File: src/rtl/rf_arb_pkg.sv
// Shared types and widths for the register-file write-port arbiter.
package rf_arb_pkg;
  localparam int REG_W   = 32;
  localparam int RADDR_W = 5;
  localparam int NREGS   = 32;

  typedef enum logic [0:0] {ARB_NORMAL = 1'b0, ARB_FORCE = 1'b1} arb_state_t;

  typedef struct packed {
    logic [RADDR_W-1:0] rd;
    logic [REG_W-1:0]   data;
  } rf_wr_t;
endpackage

File: src/rtl/rf_wb_arbiter_if.sv
// Pipeline-side bundle of the arbiter: WB request, multi-cycle result, issue/decode query, regfile port.
interface rf_wb_arbiter_if;
  import rf_arb_pkg::*;
  logic               wb_valid;
  logic [RADDR_W-1:0] wb_rd;
  logic [REG_W-1:0]   wb_data;
  logic               mc_valid;
  logic               mc_ready;
  logic [RADDR_W-1:0] mc_rd;
  logic [REG_W-1:0]   mc_data;
  logic               iss_valid;
  logic [RADDR_W-1:0] iss_rd;
  logic [RADDR_W-1:0] q_rs1;
  logic [RADDR_W-1:0] q_rs2;
  logic               hazard_o;
  logic [NREGS-1:0]   busy_o;
  logic               wb_stall_o;
  logic               rf_we;
  logic [RADDR_W-1:0] rf_rd;
  logic [REG_W-1:0]   rf_wdata;

  modport master (
    output wb_valid, wb_rd, wb_data, mc_valid, mc_rd, mc_data, iss_valid, iss_rd, q_rs1, q_rs2,
    input  mc_ready, hazard_o, busy_o, wb_stall_o, rf_we, rf_rd, rf_wdata
  );
  modport slave (
    input  wb_valid, wb_rd, wb_data, mc_valid, mc_rd, mc_data, iss_valid, iss_rd, q_rs1, q_rs2,
    output mc_ready, hazard_o, busy_o, wb_stall_o, rf_we, rf_rd, rf_wdata
  );
endinterface

File: src/rtl/rf_arb_fifo.sv
// DEPTH-entry synchronous FIFO of pending multi-cycle writes; head is visible only after the write edge.
module rf_arb_fifo
  import rf_arb_pkg::*;
#(
  parameter int DEPTH = 2
) (
  input  logic   clk,
  input  logic   reset,
  input  logic   push,
  input  rf_wr_t din,
  input  logic   pop,
  output rf_wr_t dout,
  output logic   full,
  output logic   empty
);
  localparam int AW = $clog2(DEPTH);

  rf_wr_t        mem [DEPTH];
  logic [AW-1:0] wr_ptr, rd_ptr;
  logic [AW:0]   cnt;

  always_ff @(posedge clk) begin
    if (reset) begin
      wr_ptr <= '0;
      rd_ptr <= '0;
      cnt    <= '0;
    end else begin
      if (push) wr_ptr <= wr_ptr + 1'b1;
      if (pop)  rd_ptr <= rd_ptr + 1'b1;
      cnt <= cnt + (AW+1)'(push) - (AW+1)'(pop);
    end
  end

  always_ff @(posedge clk)
    if (push) mem[wr_ptr] <= din;

  assign dout  = mem[rd_ptr];
  assign full  = (cnt == (AW+1)'(DEPTH));
  assign empty = (cnt == '0);
endmodule

File: src/rtl/rf_wb_arbiter.sv
// Register-file write-port arbiter: WB vs. multi-cycle results, pending-write scoreboard, anti-starvation FSM.
// Optional perf counters behind RF_ARB_PERF_EN.
module rf_wb_arbiter
  import rf_arb_pkg::*;
#(
  parameter int DEPTH        = 2,
  parameter int STARVE_LIMIT = 4
) (
  input  logic clk,
  input  logic reset,
  rf_wb_arbiter_if.slave bus
`ifdef RF_ARB_PERF_EN
  ,
  output logic [31:0] perf_conflict_o,
  output logic [31:0] perf_force_o
`endif
);
  localparam int CW = $clog2(STARVE_LIMIT + 1);

  arb_state_t       state;
  logic [CW-1:0]    starve_cnt;
  logic [NREGS-1:0] busy_q, busy_nxt;
  rf_wr_t           head, sel;
  logic             full, empty, push;
  logic             grant_wb, drain, direct, mc_wr, deny, force_enter;

  rf_arb_fifo #(.DEPTH(DEPTH)) u_fifo (
    .clk   (clk),
    .reset (reset),
    .push  (push),
    .din   ({bus.mc_rd, bus.mc_data}),
    .pop   (drain),
    .dout  (head),
    .full  (full),
    .empty (empty)
  );

  always_comb begin
    grant_wb = 1'b0;
    drain    = 1'b0;
    direct   = 1'b0;
    if (!reset) begin
      if (state == ARB_FORCE)                 drain    = !empty;
      else if (bus.wb_valid && bus.wb_rd != '0) grant_wb = 1'b1;
      else if (!empty)                        drain    = 1'b1;
      else if (bus.mc_valid && !full)         direct   = 1'b1;
    end
  end

  assign bus.mc_ready = !full && !reset;
  assign push  = bus.mc_valid && bus.mc_ready && !direct;
  assign mc_wr = drain || direct;

  always_comb begin
    sel = '0;
    if (grant_wb)    sel = {bus.wb_rd, bus.wb_data};
    else if (drain)  sel = head;
    else if (direct) sel = {bus.mc_rd, bus.mc_data};
  end

  // rd==0 results still occupy the port cycle but never reach the regfile
  assign bus.rf_we    = (grant_wb || mc_wr) && (sel.rd != '0);
  assign bus.rf_rd    = bus.rf_we ? sel.rd   : '0;
  assign bus.rf_wdata = bus.rf_we ? sel.data : '0;

  // Set is applied after clear so an op re-issued to the same rd stays pending
  always_comb begin
    busy_nxt = busy_q;
    if (mc_wr && sel.rd != '0) busy_nxt[sel.rd] = 1'b0;
    if (bus.iss_valid && bus.iss_rd != '0) busy_nxt[bus.iss_rd] = 1'b1;
    busy_nxt[0] = 1'b0;
  end

  always_ff @(posedge clk) begin
    if (reset) busy_q <= '0;
    else       busy_q <= busy_nxt;
  end

  assign bus.busy_o   = busy_q;
  assign bus.hazard_o = busy_q[bus.q_rs1] | busy_q[bus.q_rs2] | busy_q[bus.iss_rd];

  assign deny        = !empty && !drain;
  assign force_enter = (state == ARB_NORMAL) && deny && (starve_cnt == CW'(STARVE_LIMIT - 1));

  always_ff @(posedge clk) begin
    if (reset) begin
      state      <= ARB_NORMAL;
      starve_cnt <= '0;
    end else if (state == ARB_FORCE || force_enter) begin
      state      <= (state == ARB_FORCE) ? ARB_NORMAL : ARB_FORCE;
      starve_cnt <= '0;
    end else begin
      starve_cnt <= deny ? starve_cnt + 1'b1 : '0;
    end
  end

  assign bus.wb_stall_o = (state == ARB_FORCE);

  a_no_wb_in_force: assert property (@(posedge clk) disable iff (reset)
    (state == ARB_FORCE) |-> !bus.wb_valid);

`ifdef RF_ARB_PERF_EN
  always_ff @(posedge clk) begin
    if (reset) begin
      perf_conflict_o <= '0;
      perf_force_o    <= '0;
    end else begin
      if (bus.wb_valid && (!empty || bus.mc_valid) && perf_conflict_o != '1)
        perf_conflict_o <= perf_conflict_o + 1'b1;
      if (force_enter && perf_force_o != '1)
        perf_force_o <= perf_force_o + 1'b1;
    end
  end
`endif
endmodule

File: src/flat_wrapper.sv
// flat-port wrapper written by rule: the top's interface ports become plain ports
module rf_wb_arbiter_flat import rf_arb_pkg::*;
#(
  parameter int DEPTH        = 2,
  parameter int STARVE_LIMIT = 4
)
  (clk, reset, bus_wb_valid, bus_wb_rd, bus_wb_data, bus_mc_valid, bus_mc_rd, bus_mc_data, bus_iss_valid, bus_iss_rd, bus_q_rs1, bus_q_rs2, bus_mc_ready, bus_hazard_o, bus_busy_o, bus_wb_stall_o, bus_rf_we, bus_rf_rd, bus_rf_wdata);
  rf_wb_arbiter_if bus_i ();
  input  logic clk;
  input  logic reset;
  input wire logic [$bits(bus_i.wb_valid)-1:0] bus_wb_valid;
  input wire logic [$bits(bus_i.wb_rd)-1:0] bus_wb_rd;
  input wire logic [$bits(bus_i.wb_data)-1:0] bus_wb_data;
  input wire logic [$bits(bus_i.mc_valid)-1:0] bus_mc_valid;
  input wire logic [$bits(bus_i.mc_rd)-1:0] bus_mc_rd;
  input wire logic [$bits(bus_i.mc_data)-1:0] bus_mc_data;
  input wire logic [$bits(bus_i.iss_valid)-1:0] bus_iss_valid;
  input wire logic [$bits(bus_i.iss_rd)-1:0] bus_iss_rd;
  input wire logic [$bits(bus_i.q_rs1)-1:0] bus_q_rs1;
  input wire logic [$bits(bus_i.q_rs2)-1:0] bus_q_rs2;
  output wire logic [$bits(bus_i.mc_ready)-1:0] bus_mc_ready;
  output wire logic [$bits(bus_i.hazard_o)-1:0] bus_hazard_o;
  output wire logic [$bits(bus_i.busy_o)-1:0] bus_busy_o;
  output wire logic [$bits(bus_i.wb_stall_o)-1:0] bus_wb_stall_o;
  output wire logic [$bits(bus_i.rf_we)-1:0] bus_rf_we;
  output wire logic [$bits(bus_i.rf_rd)-1:0] bus_rf_rd;
  output wire logic [$bits(bus_i.rf_wdata)-1:0] bus_rf_wdata;
  assign bus_i.wb_valid = bus_wb_valid;
  assign bus_i.wb_rd = bus_wb_rd;
  assign bus_i.wb_data = bus_wb_data;
  assign bus_i.mc_valid = bus_mc_valid;
  assign bus_i.mc_rd = bus_mc_rd;
  assign bus_i.mc_data = bus_mc_data;
  assign bus_i.iss_valid = bus_iss_valid;
  assign bus_i.iss_rd = bus_iss_rd;
  assign bus_i.q_rs1 = bus_q_rs1;
  assign bus_i.q_rs2 = bus_q_rs2;
  assign bus_mc_ready = bus_i.mc_ready;
  assign bus_hazard_o = bus_i.hazard_o;
  assign bus_busy_o = bus_i.busy_o;
  assign bus_wb_stall_o = bus_i.wb_stall_o;
  assign bus_rf_we = bus_i.rf_we;
  assign bus_rf_rd = bus_i.rf_rd;
  assign bus_rf_wdata = bus_i.rf_wdata;
  rf_wb_arbiter #(.DEPTH(DEPTH), .STARVE_LIMIT(STARVE_LIMIT)) u_core (.clk(clk), .reset(reset), .bus(bus_i));
endmodule
File: config.mk
export PLATFORM = sky130hd
export DESIGN_NAME = rf_wb_arbiter_flat
export DESIGN_NICKNAME = d
export VERILOG_FILES = /design/src/rtl/rf_arb_pkg.sv /design/src/rtl/rf_wb_arbiter_if.sv /design/src/rtl/rf_arb_fifo.sv /design/src/rtl/rf_wb_arbiter.sv /design/src/flat_wrapper.sv
export SDC_FILE = /design/constraint.sdc
export NUM_CORES = 1
export LEC_CHECK = 0
export CAP_MARGIN = 15
export CORE_MARGIN = 2
export CORE_UTILIZATION = 42
export CTS_CLUSTER_DIAMETER = 40
export DETAILED_ROUTE_END_ITERATION = 16
export PLACE_DENSITY_LB_ADDON = 0.1
export SKIP_CTS_REPAIR_TIMING = 1
export SLEW_MARGIN = 5
export SYNTH_ARGS = -nofsm -noshare
export SYNTH_HDL_FRONTEND = slang
export SYNTH_SLANG_ARGS = --single-unit
File: constraint.sdc
create_clock -name clk -period 4.2 [get_ports clk]
set_clock_uncertainty 0.05 [all_clocks]
set_input_delay 0.42 -clock clk [delete_from_list [all_inputs] [get_ports clk]]
set_output_delay 0.42 -clock clk [all_outputs]
set_load 0.01 [all_outputs]
---- After elaboration in Yosys (flattened, before gate mapping) ----
Memory sizes are Yosys's and may differ from the RTL's. A register that Yosys moved wholly into a read port is not among the register bits.
Cells that the tools add are included.
cells by class
  shift-type cells ........................ 0
  divide/modulo/power cells ............... 0
  bitwise gates (word level) .............. 7
  eq/ne operators ......................... 2
  muxes and demuxes ....................... 34
  reductions and logical operators ........ 26
  add/subtract/negate cells ............... 5
  multipliers ............................. 0
  $lt $le $gt $ge ......................... 6
operator list
  cell                                                               count
  2-to-1 mux 37 bit                                                  3
  2-to-1 mux 32 bit                                                  3
  AND 32 bit                                                         1
  NOT 32 bit                                                         1
  bitwise OR 32 bit                                                  1
  less-than comparator 5 x 6 -> 1 bit, second input constant         4
  2-to-1 mux 1 bit                                                   22
  binary-select mux 1 bit (select 5 bit)                             3
  nonzero test 5 bit                                                 3
  logical AND 1 bit                                                  13
  demux 1 bit (select 5 bit)                                         2
  greater-or-equal comparator 5 x 1 -> 1 bit, second input constant  2
  zero test 1 bit                                                    5
  2-to-1 mux 5 bit                                                   1
  adder 3 x 1 -> 3 bit, second input constant                        1
  == test 3 x 2 -> 1 bit, second input constant                      1
  logical OR 1 bit                                                   3
  OR reduction 3 bit                                                 1
  adder 1 bit, second input constant                                 2
  adder 2 x 1 -> 2 bit                                               1
  == test 2 bit, second input constant                               1
  zero test 2 bit                                                    1
  NOT 1 bit                                                          2
  bitwise OR 1 bit                                                   2
  subtractor 2 x 1 -> 2 bit                                          1
storage, ports and cells
  output and inout port bits .............. 73
  bits in writable memories ............... 74
  bits of input ports ..................... 94
  bits in registers ....................... 40
  ROM bits ................................ 0
  memories kept ........................... 1
  latch bits .............................. 0
memory list
  memory             words  width  rd ports  clocked after memory_dff  write ports  line               source
  u_core.u_fifo.mem  2      37     1         1                         1            rf_arb_fifo.sv:18  rf_wr_t mem [DEPTH];

---- Logic depth before layout (Yosys ltp) ----
Gate-level depths: netlist of the first run.
  depth after elaboration ................. 20
  mapped depth ............................ 10
  mapped depth without buffers ............ 9

---- Modules after synthesis ----
A second synthesis of the first run with hierarchy kept.
unflattened totals
  cells, all modules ...................... 610
  area total of the unflattened synthesis .. 6582.6 um^2
modules (own cells, without submodules)
  module         cells each  times used  area each (um^2)
  rf_wb_arbiter  474         1           3543.4
  rf_arb_fifo    136         1           3039.2

---- Worst setup path before layout of the first run ----
No wires, ideal clock.
  path type ............................... input -> register
  from .................................... in reset
  to ...................................... mem u_core.u_fifo.mem[0][0] in the netlist's numbering (enable)
  data arrival time ....................... 2.670 ns
  data required time ...................... 3.719 ns
  slack ................................... 1.049 ns
  library setup time ...................... 0.431 ns
  cell stages on the path ................. 4
  cell sequence ........................... clkbuf_1 a21oi_1 o211ai_1 nor2_1
on the way
  longest elaborated chain between the ends .. 6
  elaborated cells between the ends (all ways) .. 8
  those cells by class .................... mux (3); reduce/logical (5)
ends and longest elaborated chain
  element                                 line                 source
  from (decl)                             flat_wrapper.sv:10   input logic reset;
  zero test 1 bit                         n/a
  logical AND 1 bit                       rf_wb_arbiter.sv:50  assign bus.mc_ready = !full && !reset;
  named net bus_mc_ready                  flat_wrapper.sv:21   output wire logic [$bits(bus_i.mc_ready)-1:0] bus_mc_ready;
  logical AND 1 bit (2 in series)         rf_wb_arbiter.sv:51  assign push = bus.mc_valid && bus.mc_ready && !direct;
  2-to-1 mux 1 bit                        rf_arb_fifo.sv:35    if (push) mem[wr_ptr] <= din;
  2-to-1 mux 1 bit (not written as such)  rf_arb_fifo.sv:35
  to (decl)                               rf_arb_fifo.sv:18
The timed path passes the listed nets, and every way through them passes these cells.

---- Worst setup path after layout of the first run ----
  from .................................... in bus_wb_rd[2]
  to ...................................... out bus_rf_wdata[21]
on the way
  longest elaborated chain between the ends .. 11
  elaborated cells between the ends (all ways) .. 19
  those cells by class .................... mux (13); reduce/logical (6)
ends and longest elaborated chain
  element              line                 source
  from (decl)          flat_wrapper.sv:12   input wire logic [$bits(bus_i.wb_rd)-1:0] bus_wb_rd;
  nonzero test 5 bit   rf_wb_arbiter.sv:44  else if (bus.wb_valid && bus.wb_rd != '0) grant_wb = 1'b1;
  logical AND 1 bit    rf_wb_arbiter.sv:44
  2-to-1 mux 1 bit     rf_wb_arbiter.sv:44
  2-to-1 mux 1 bit     rf_wb_arbiter.sv:43  if (state == ARB_FORCE) drain = !empty;
  2-to-1 mux 1 bit     rf_wb_arbiter.sv:42  if (!reset) begin
  2-to-1 mux 37 bit    rf_wb_arbiter.sv:58  else if (direct) sel = {bus.mc_rd, bus.mc_data};
  2-to-1 mux 37 bit    rf_wb_arbiter.sv:57  else if (drain) sel = head;
  2-to-1 mux 37 bit    rf_wb_arbiter.sv:56  if (grant_wb) sel = {bus.wb_rd, bus.wb_data};
  nonzero test 5 bit   rf_wb_arbiter.sv:62  assign bus.rf_we = (grant_wb || mc_wr) && (sel.rd != '0);
  logical AND 1 bit    rf_wb_arbiter.sv:62
  2-to-1 mux 32 bit *  rf_wb_arbiter.sv:64  assign bus.rf_wdata = bus.rf_we ? sel.data : '0;
  to (decl)            flat_wrapper.sv:27   output wire logic [$bits(bus_i.rf_wdata)-1:0] bus_rf_wdata;
Every way passes the cells marked *; elsewhere a longest branch is shown, timed or not.

==> key figures, run 1 <==
Critical path
  – CP bufs+invs: 4
  – Nature of the critical path startpoint: primary input
  – CP dominant cell by count: clkdlybuf4s50_1
  – Reg2reg start: u_core.bus.wb_stall_o$_SDFFE_PP0P_
  – Worst R2R Path Depth: 8
  – Slowest stage delay, CP: 0.59 ns
  – FF-to-FF End: u_core.u_fifo.cnt[0]$_SDFF_PP0_
  – Crit path cell chain: clkdlybuf4s50_1 -> or4_4 -> o21ai_4 -> mux2_2 -> inv_1 -> nor3_4 -> buf_4 -> a211oi_1 -> clkdlybuf4s50_1
  – Critical path class: in2out
  – Crit path depth: 9
  – Critical Path Start: bus_wb_rd[2]
  – CP max stage cell: nor3_4
  – CP Data Required Time: 3.73 ns
  – Crit path to: bus_rf_wdata[21]
  – Crit. End Element: primary output
  – FF-to-FF setup slack: 1.37 ns
  – Worst path top cell family by delay: buffers and inverters
  – CP max FO: 15
  – Worst EP arrival: 3.62 ns

Synthesis
  – Largest area contributor in the netlist: edfxtp_1
  – Mapped Area: 6490 um2
  – Post-Syn Instances: 585
  – Ys Warns: 0
  – Async S/R FF share, synth: 0%
  – Ys flop type: edfxtp_1
  – Top cells by area, synth: edfxtp_1 (34%), dfxtp_1 (12%), mux4_2 (7.3%), mux2_2 (6.8%), nor2_1 (5.3%)
  – Syn_nets: 683
  – Adder-cell share of the synthesized area: 0.771%
  – Area fraction in and, or, nand and nor cells after synthesis: 12.7%
  – Xor-xnor portion of the synthesized cell area: 0.540%
  – Sequential area share after synthesis: 46.6%
  – Main combinational cell family by area after synthesis: compound AO/OA/AOI/OAI gates
  – Post-synth top cells: nor2_1 (92), edfxtp_1 (74), a211oi_1 (45), dfxtp_1 (40), mux2_2 (39)
  – Area share of the largest cell type after synthesis: 34.3%
  – Most common cell in the netlist: nor2_1
  – Compound-cell area share of the yosys netlist: 19.5%
  – Mean Syn Cell Area: 11.1 um2
  – Synth cell types: 61
  – Multiplexer area fraction after synthesis: 15.5%
  – Synth Register Bits: 114
  – Post-synth EDFFs: 74

Final layout
  – Layout cells sized above 1: 16.7%
  – Layout filler cell count: 1258
  – NumNets Final: 838
  – Fin util: 59.2%
  – Ant diodes: 0
  – Area added between synthesis and finish: 38.3%

Die
  – Die H: 128 um
  – Starting Density: 42.8%
  – IO Pins: 167
  – Row cnt: 45
  – Core area: 15100 um2
  – Die footprint: 16500 um2
  – Die width: 128 um

Pwr
  – Switching Power: 0.997 mW
  – Leakage power: 3.12 nW
  – Combinational power share: 23.4%
  – Switching Share: 26.8%
  – Clock group share of total power: 42.0%
  – PwrDens: 414 nW/um2
  – Int Pwr: 2.72 mW
  – Max IR drop VDD: 256 uV
  – Flop pwr share: 34.6%

STA
  – Fin. Hold Viols: 0
  – Worst Max-Slew Pin Slew: 1.04 ns
  – TNS Setup: 0 ns
  – RSZ-0062 raised after global routing: false
  – FMAX: 244 MHz
  – Min Clock Period, post-route: 4.09 ns
  – Final Slew Violations: 0
  – Rel. slew slack: 30.4%
  – Final worst path period share: 97.4%
  – Endpoints failing setup: 0

CTS
  – Clock buffer depth: 2
  – Max H-tree Level: 4
  – Skew-Pair Late Insertion Delay: 0.41 ns
  – Clk pin slew, worst setup/hold paths: 0.05 ns
  – CTS sink cnt: 114
  – Num CTS Buffers: 17
  – Root Buffer Master: clkbuf_16
  – CTS tree: done

Routing
  – DR pass1 iterations: 5
  – Vias/cell: 6.03
  – Number of routed nets with antenna violations: 0
  – Drt wl/cell: 20.4 um
  – # DRC: 0
  – Via count: 5674
  – Initial DRC count: 405
  – Wirelength, routed: 19200 um

Global route
  – Number of global-route vias before repair: 5589
  – Initial antenna violation count: 0
  – GRT Total Usage: 23.1%
  – Remaining Overflow, GRT: 0
  – Global-route wire length before repair: 29400 um
  – Pin count of the biggest net entering global routing: 40

Placement
  – GPL Wtd Cong: 0.883
  – IO buf count: 165
  – DP HPWL: 13400 um

Job
  – Max-Cap Viols: 0

Outcome
  – Outcome: finished, final reports clean

Hold path
  – Hold Crit Class: reg2reg
-- power by group through the flow --
stage	registers [mW]	clock network (mW)	logic (mW)
global route	1.29	1.63	0.933
global placement	1.31	0	0.845
detailed placement	1.31	0	0.857
CTS	1.28	1.58	0.862
floorplan	1.30	0	0.499
finish	1.29	1.56	0.871
-- layer usage --
metal / track usage (%) / part of all wire (%) / vias to the layer above
li1: - / - / 2632
met1: 30.3 / 44 / 2778
met2: 38.0 / 49 / 234
met3: 4.38 / 6.4 / 30
met4: 8.53 / 1.5 / 0
met5: 0 / 0 / -
-- worst min-delay path by stage --
stage | from | slack (ns) | cells after the start | end
floorplan | u_core.starve_cnt[0]$_SDFF_PP0_ | 0.35 | 1 | u_core.starve_cnt[0]$_SDFF_PP0_
global placement | u_core.starve_cnt[0]$_SDFF_PP0_ | 0.36 | 1 | u_core.starve_cnt[0]$_SDFF_PP0_
detailed placement | u_core.starve_cnt[0]$_SDFF_PP0_ | 0.37 | 1 | u_core.starve_cnt[0]$_SDFF_PP0_
CTS | u_core.starve_cnt[0]$_SDFF_PP0_ | 0.38 | 1 | u_core.starve_cnt[0]$_SDFF_PP0_
global route | u_core.starve_cnt[0]$_SDFF_PP0_ | 0.40 | 1 | u_core.starve_cnt[0]$_SDFF_PP0_
finish | u_core.starve_cnt[0]$_SDFF_PP0_ | 0.38 | 1 | u_core.starve_cnt[0]$_SDFF_PP0_
-- cells in the final DEF, fill, tap and decap left out, types with 3 or more instances in the layout --
master and count:
nor2b_1 5, nor3_1 20, buf_4 15, a211oi_1 45, o21ai_1 3, mux2i_1 8, mux4_2 21, nand4_1 4
a22oi_1 4, nand2_1 9, a221oi_1 32, nand2b_1 4, mux2_2 39, clkbuf_16 17, clkdlybuf4s50_1 165, nor4bb_1 5
or2_2 3, inv_1 12, edfxtp_1 74, a31oi_1 10, nand3_1 9, clkinvlp_4 3, nor4_1 4, and3_1 4
nor2_1 89, ha_1 4, dfxtp_1 39, a311oi_1 6, a21oi_1 19, o21bai_1 24, bufinv_16 5
-- metrics by stage --
stage	area (um2)	total power [mW]	setup WS, ns	hold WS [ns]	cells
2_1_floorplan	6490	1.79	1.05	0.349	585
3_3_place_gp	8320	2.15	0.127	0.357	908
3_5_place_dp	8320	2.16	0.0638	0.369	908
4_1_cts	8960	3.73	0.0591	0.377	940
5_1_grt	8970	3.85	0.0102	0.397	941
6_report	8970	3.72	0.109	0.377	941
-- cell type report --
| cell class | instances | area [um2] | share of cell area [%] |
|---|---|---|---|
| clock buffers | 19 | 433 | 4.82 |
| inverters | 12 | 45.0 | 0.502 |
| repair buffers | 182 | 1800 | 20.1 |
| well taps | 188 | 235 | 2.62 |
| multi-input cells | 413 | 3220 | 35.9 |
| flip-flops and latches | 114 | 3020 | 33.7 |
| clock inverters | 13 | 209 | 2.33 |
-- registers in the layout, indices dropped and copies added, names as in the netlist, named ones only --
| name | flops |
|---|---|
| u_core.u_fifo.rd_ptr | 1 |
| u_core.bus.busy_o | 31 |
| u_core.u_fifo.cnt | 2 |
| u_core.u_fifo.mem | 74 |
| u_core.starve_cnt | 3 |
| u_core.bus.wb_stall_o | 1 |
| u_core.u_fifo.wr_ptr | 1 |
-- cell families (layout without fill, tap and decap cells) --
kind of cell,count (synthesis),count (layout)
buffers and inverters,59,226
and+or+nand+nor,170,171
xor gates and xnor gates,4,4
muxes,69,69
other,1,1
DFF,114,114
AOI/OAI and AO/OA,164,164
adders and majority gates,4,4
Note: power is estimated with default switching activity, not from simulation.
==> run 2: changes to the inputs <==
CORE_UTILIZATION = 50   (was 42)
clock period = 4.7 ns   (was 4.2 ns; I/O delays follow)
==> run 2 against run 1 <==
Against the previous run:
- global-route usage grew 4.9 points
- core utilization grew 11 points
- setup slack gained 0.18 ns
- sequential share of layout area grew 0.26 points
- sequential cell count is the same
- critical path depth shrank 1
- sequential power shrank 11%
- largest power group unchanged
==> key figures, run 2 (synthesis gave the netlist of run 1 again) <==
Placement
  – Area after DPL: 8240 um2
  – IO buf count: 165
  – DP HPWL: 13200 um
  – Setup slack after placement: 0.433 ns
  – GPL Wtd Cong: 0.956

STA
  – Worst Max-Slew Pin Slew: 1.09 ns
  – Rel. slew slack: 27.2%
  – Endpoints failing setup: 0
  – Final setup margin: 0.286 ns
  – Min Clock Period, post-route: 4.41 ns
  – Final worst path period share: 93.9%
  – TNS Setup: 0 ns
  – Final Slew Violations: 0
  – Fin. Hold Viols: 0
  – RSZ-0062 raised after global routing: false
  – Hold Worst Slack: 0.403 ns
  – FMAX: 227 MHz

CTS
  – Clk pin slew, worst setup/hold paths: 0.06 ns
  – Num CTS Buffers: 17
  – Clock buffer depth: 2
  – CTS sink cnt: 114
  – Skew-Pair Late Insertion Delay: 0.42 ns
  – CTS tree: done
  – Root Buffer Master: clkbuf_16
  – Max H-tree Level: 4

Final layout
  – Fin util: 70.5%
  – Max reg flops: 74
  – Layout filler cell count: 967
  – Design area: 8900 um2
  – NumNets Final: 833
  – Largest Register: u_core.u_fifo.mem
  – Area added between synthesis and finish: 37.2%
  – Most frequent cells in the layout: clkdlybuf4s50_1 (165), nor2_1 (89), edfxtp_1 (74)
  – Most common cell after layout, fill and taps aside: clkdlybuf4s50_1
  – Ant diodes: 0
  – Layout cells sized above 1: 16.3%

Critical path
  – Crit. End Element: primary output
  – Critical path class: reg2out
  – CP max FO: 21
  – Worst R2R Path Depth: 7
  – Worst EP arrival: 3.89 ns
  – Nature of the critical path startpoint: register
  – CP Data Required Time: 4.18 ns

Routing
  – # DRC: 0
  – Drt wl/cell: 20.9 um
  – Wirelength, routed: 19300 um
  – Via count: 5687
  – Number of routed nets with antenna violations: 0
  – Vias/cell: 6.18
  – Initial DRC count: 670
  – DR pass1 iterations: 5

Die
  – Row cnt: 41
  – Die H: 118 um
  – Die width: 118 um
  – IO Pins: 167
  – Die footprint: 13900 um2
  – Starting Density: 51.4%
  – Core area: 12600 um2

Global route
  – Number of global-route vias before repair: 5744
  – Global-route wire length before repair: 30700 um
  – GRT Total Usage: 27.9%
  – Initial antenna violation count: 0
  – Pin count of the biggest net entering global routing: 38
  – Remaining Overflow, GRT: 0

Hold path
  – Hold Crit Depth: 1
  – Hold Crit Class: reg2reg

Pwr
  – Leakage power: 3.09 nW
  – Max IR drop VDD: 230 uV
  – PwrDens: 375 nW/um2

Job
  – Max-Cap Viols: 0

Outcome
  – Outcome: finished, final reports clean
[run 2: final cells by class]
class	instances	area [um2]	area share (%)
Clock buffer	17	425	4.78
Timing Repair Buffer	178	1750	19.7
Tap cell	172	215	2.42
Inverter	12	45.0	0.506
Sequential cell	114	3020	34.0
Clock inverter	15	230	2.59
Multi-Input combinational cell	412	3210	36.1
[run 2: worst paths after layout]
path                                     end                            start  slack [ns]
min          u_core.starve_cnt[0]$_SDFF_PP0_  u_core.starve_cnt[0]$_SDFF_PP0_        0.40
min reg2reg  u_core.starve_cnt[0]$_SDFF_PP0_  u_core.starve_cnt[0]$_SDFF_PP0_        0.40
max                         bus_rf_wdata[27]                         register        0.29
max reg2reg  u_core.bus.busy_o[2]$_SDFF_PP0_                         register        1.56
[run 2: layer usage]
metal | vias to the layer above | part of all wire (%) | global-route usage [%]
li1 | 2622 | - | -
met1 | 2772 | 42 | 36.5
met2 | 255 | 49 | 46.4
met3 | 38 | 6.9 | 5.62
met4 | 0 | 2.1 | 9.64
met5 | - | 0 | 0
[run 2: stage by stage]
stage | instances | power (mW)
6_report | 920 | 3.33
5_1_grt | 920 | 3.45
4_1_cts | 920 | 3.34
3_5_place_dp | 888 | 1.92
3_3_place_gp | 888 | 1.90
2_1_floorplan | 585 | 1.60
[run 2: power breakdown]
| group | switching [mW] | leakage (nW) | internal, mW |
|---|---|---|---|
| sequential | 0.0313 | 1.00 | 1.12 |
| combinational | 0.392 | 1.78 | 0.359 |
| clock | 0.484 | 0.311 | 0.946 |
| total | 0.908 | 3.09 | 2.43 |
[run 2: worst max-delay path: stages (launching register included)]
cell             delay [ns]
dfxtp_1                0.49
mux2_2                 0.40
a22oi_1                0.19
a22o_1                 0.58
inv_1                  0.19
nor3_4                 0.61
buf_4                  0.39
a211oi_1               0.12
clkdlybuf4s50_1        0.50
==> run 3: changes to the inputs <==
CAP_MARGIN = not set   (was 15)
==> results of run 3 <==
The final DEF is identical to that of run 2; final timing and power are the same.
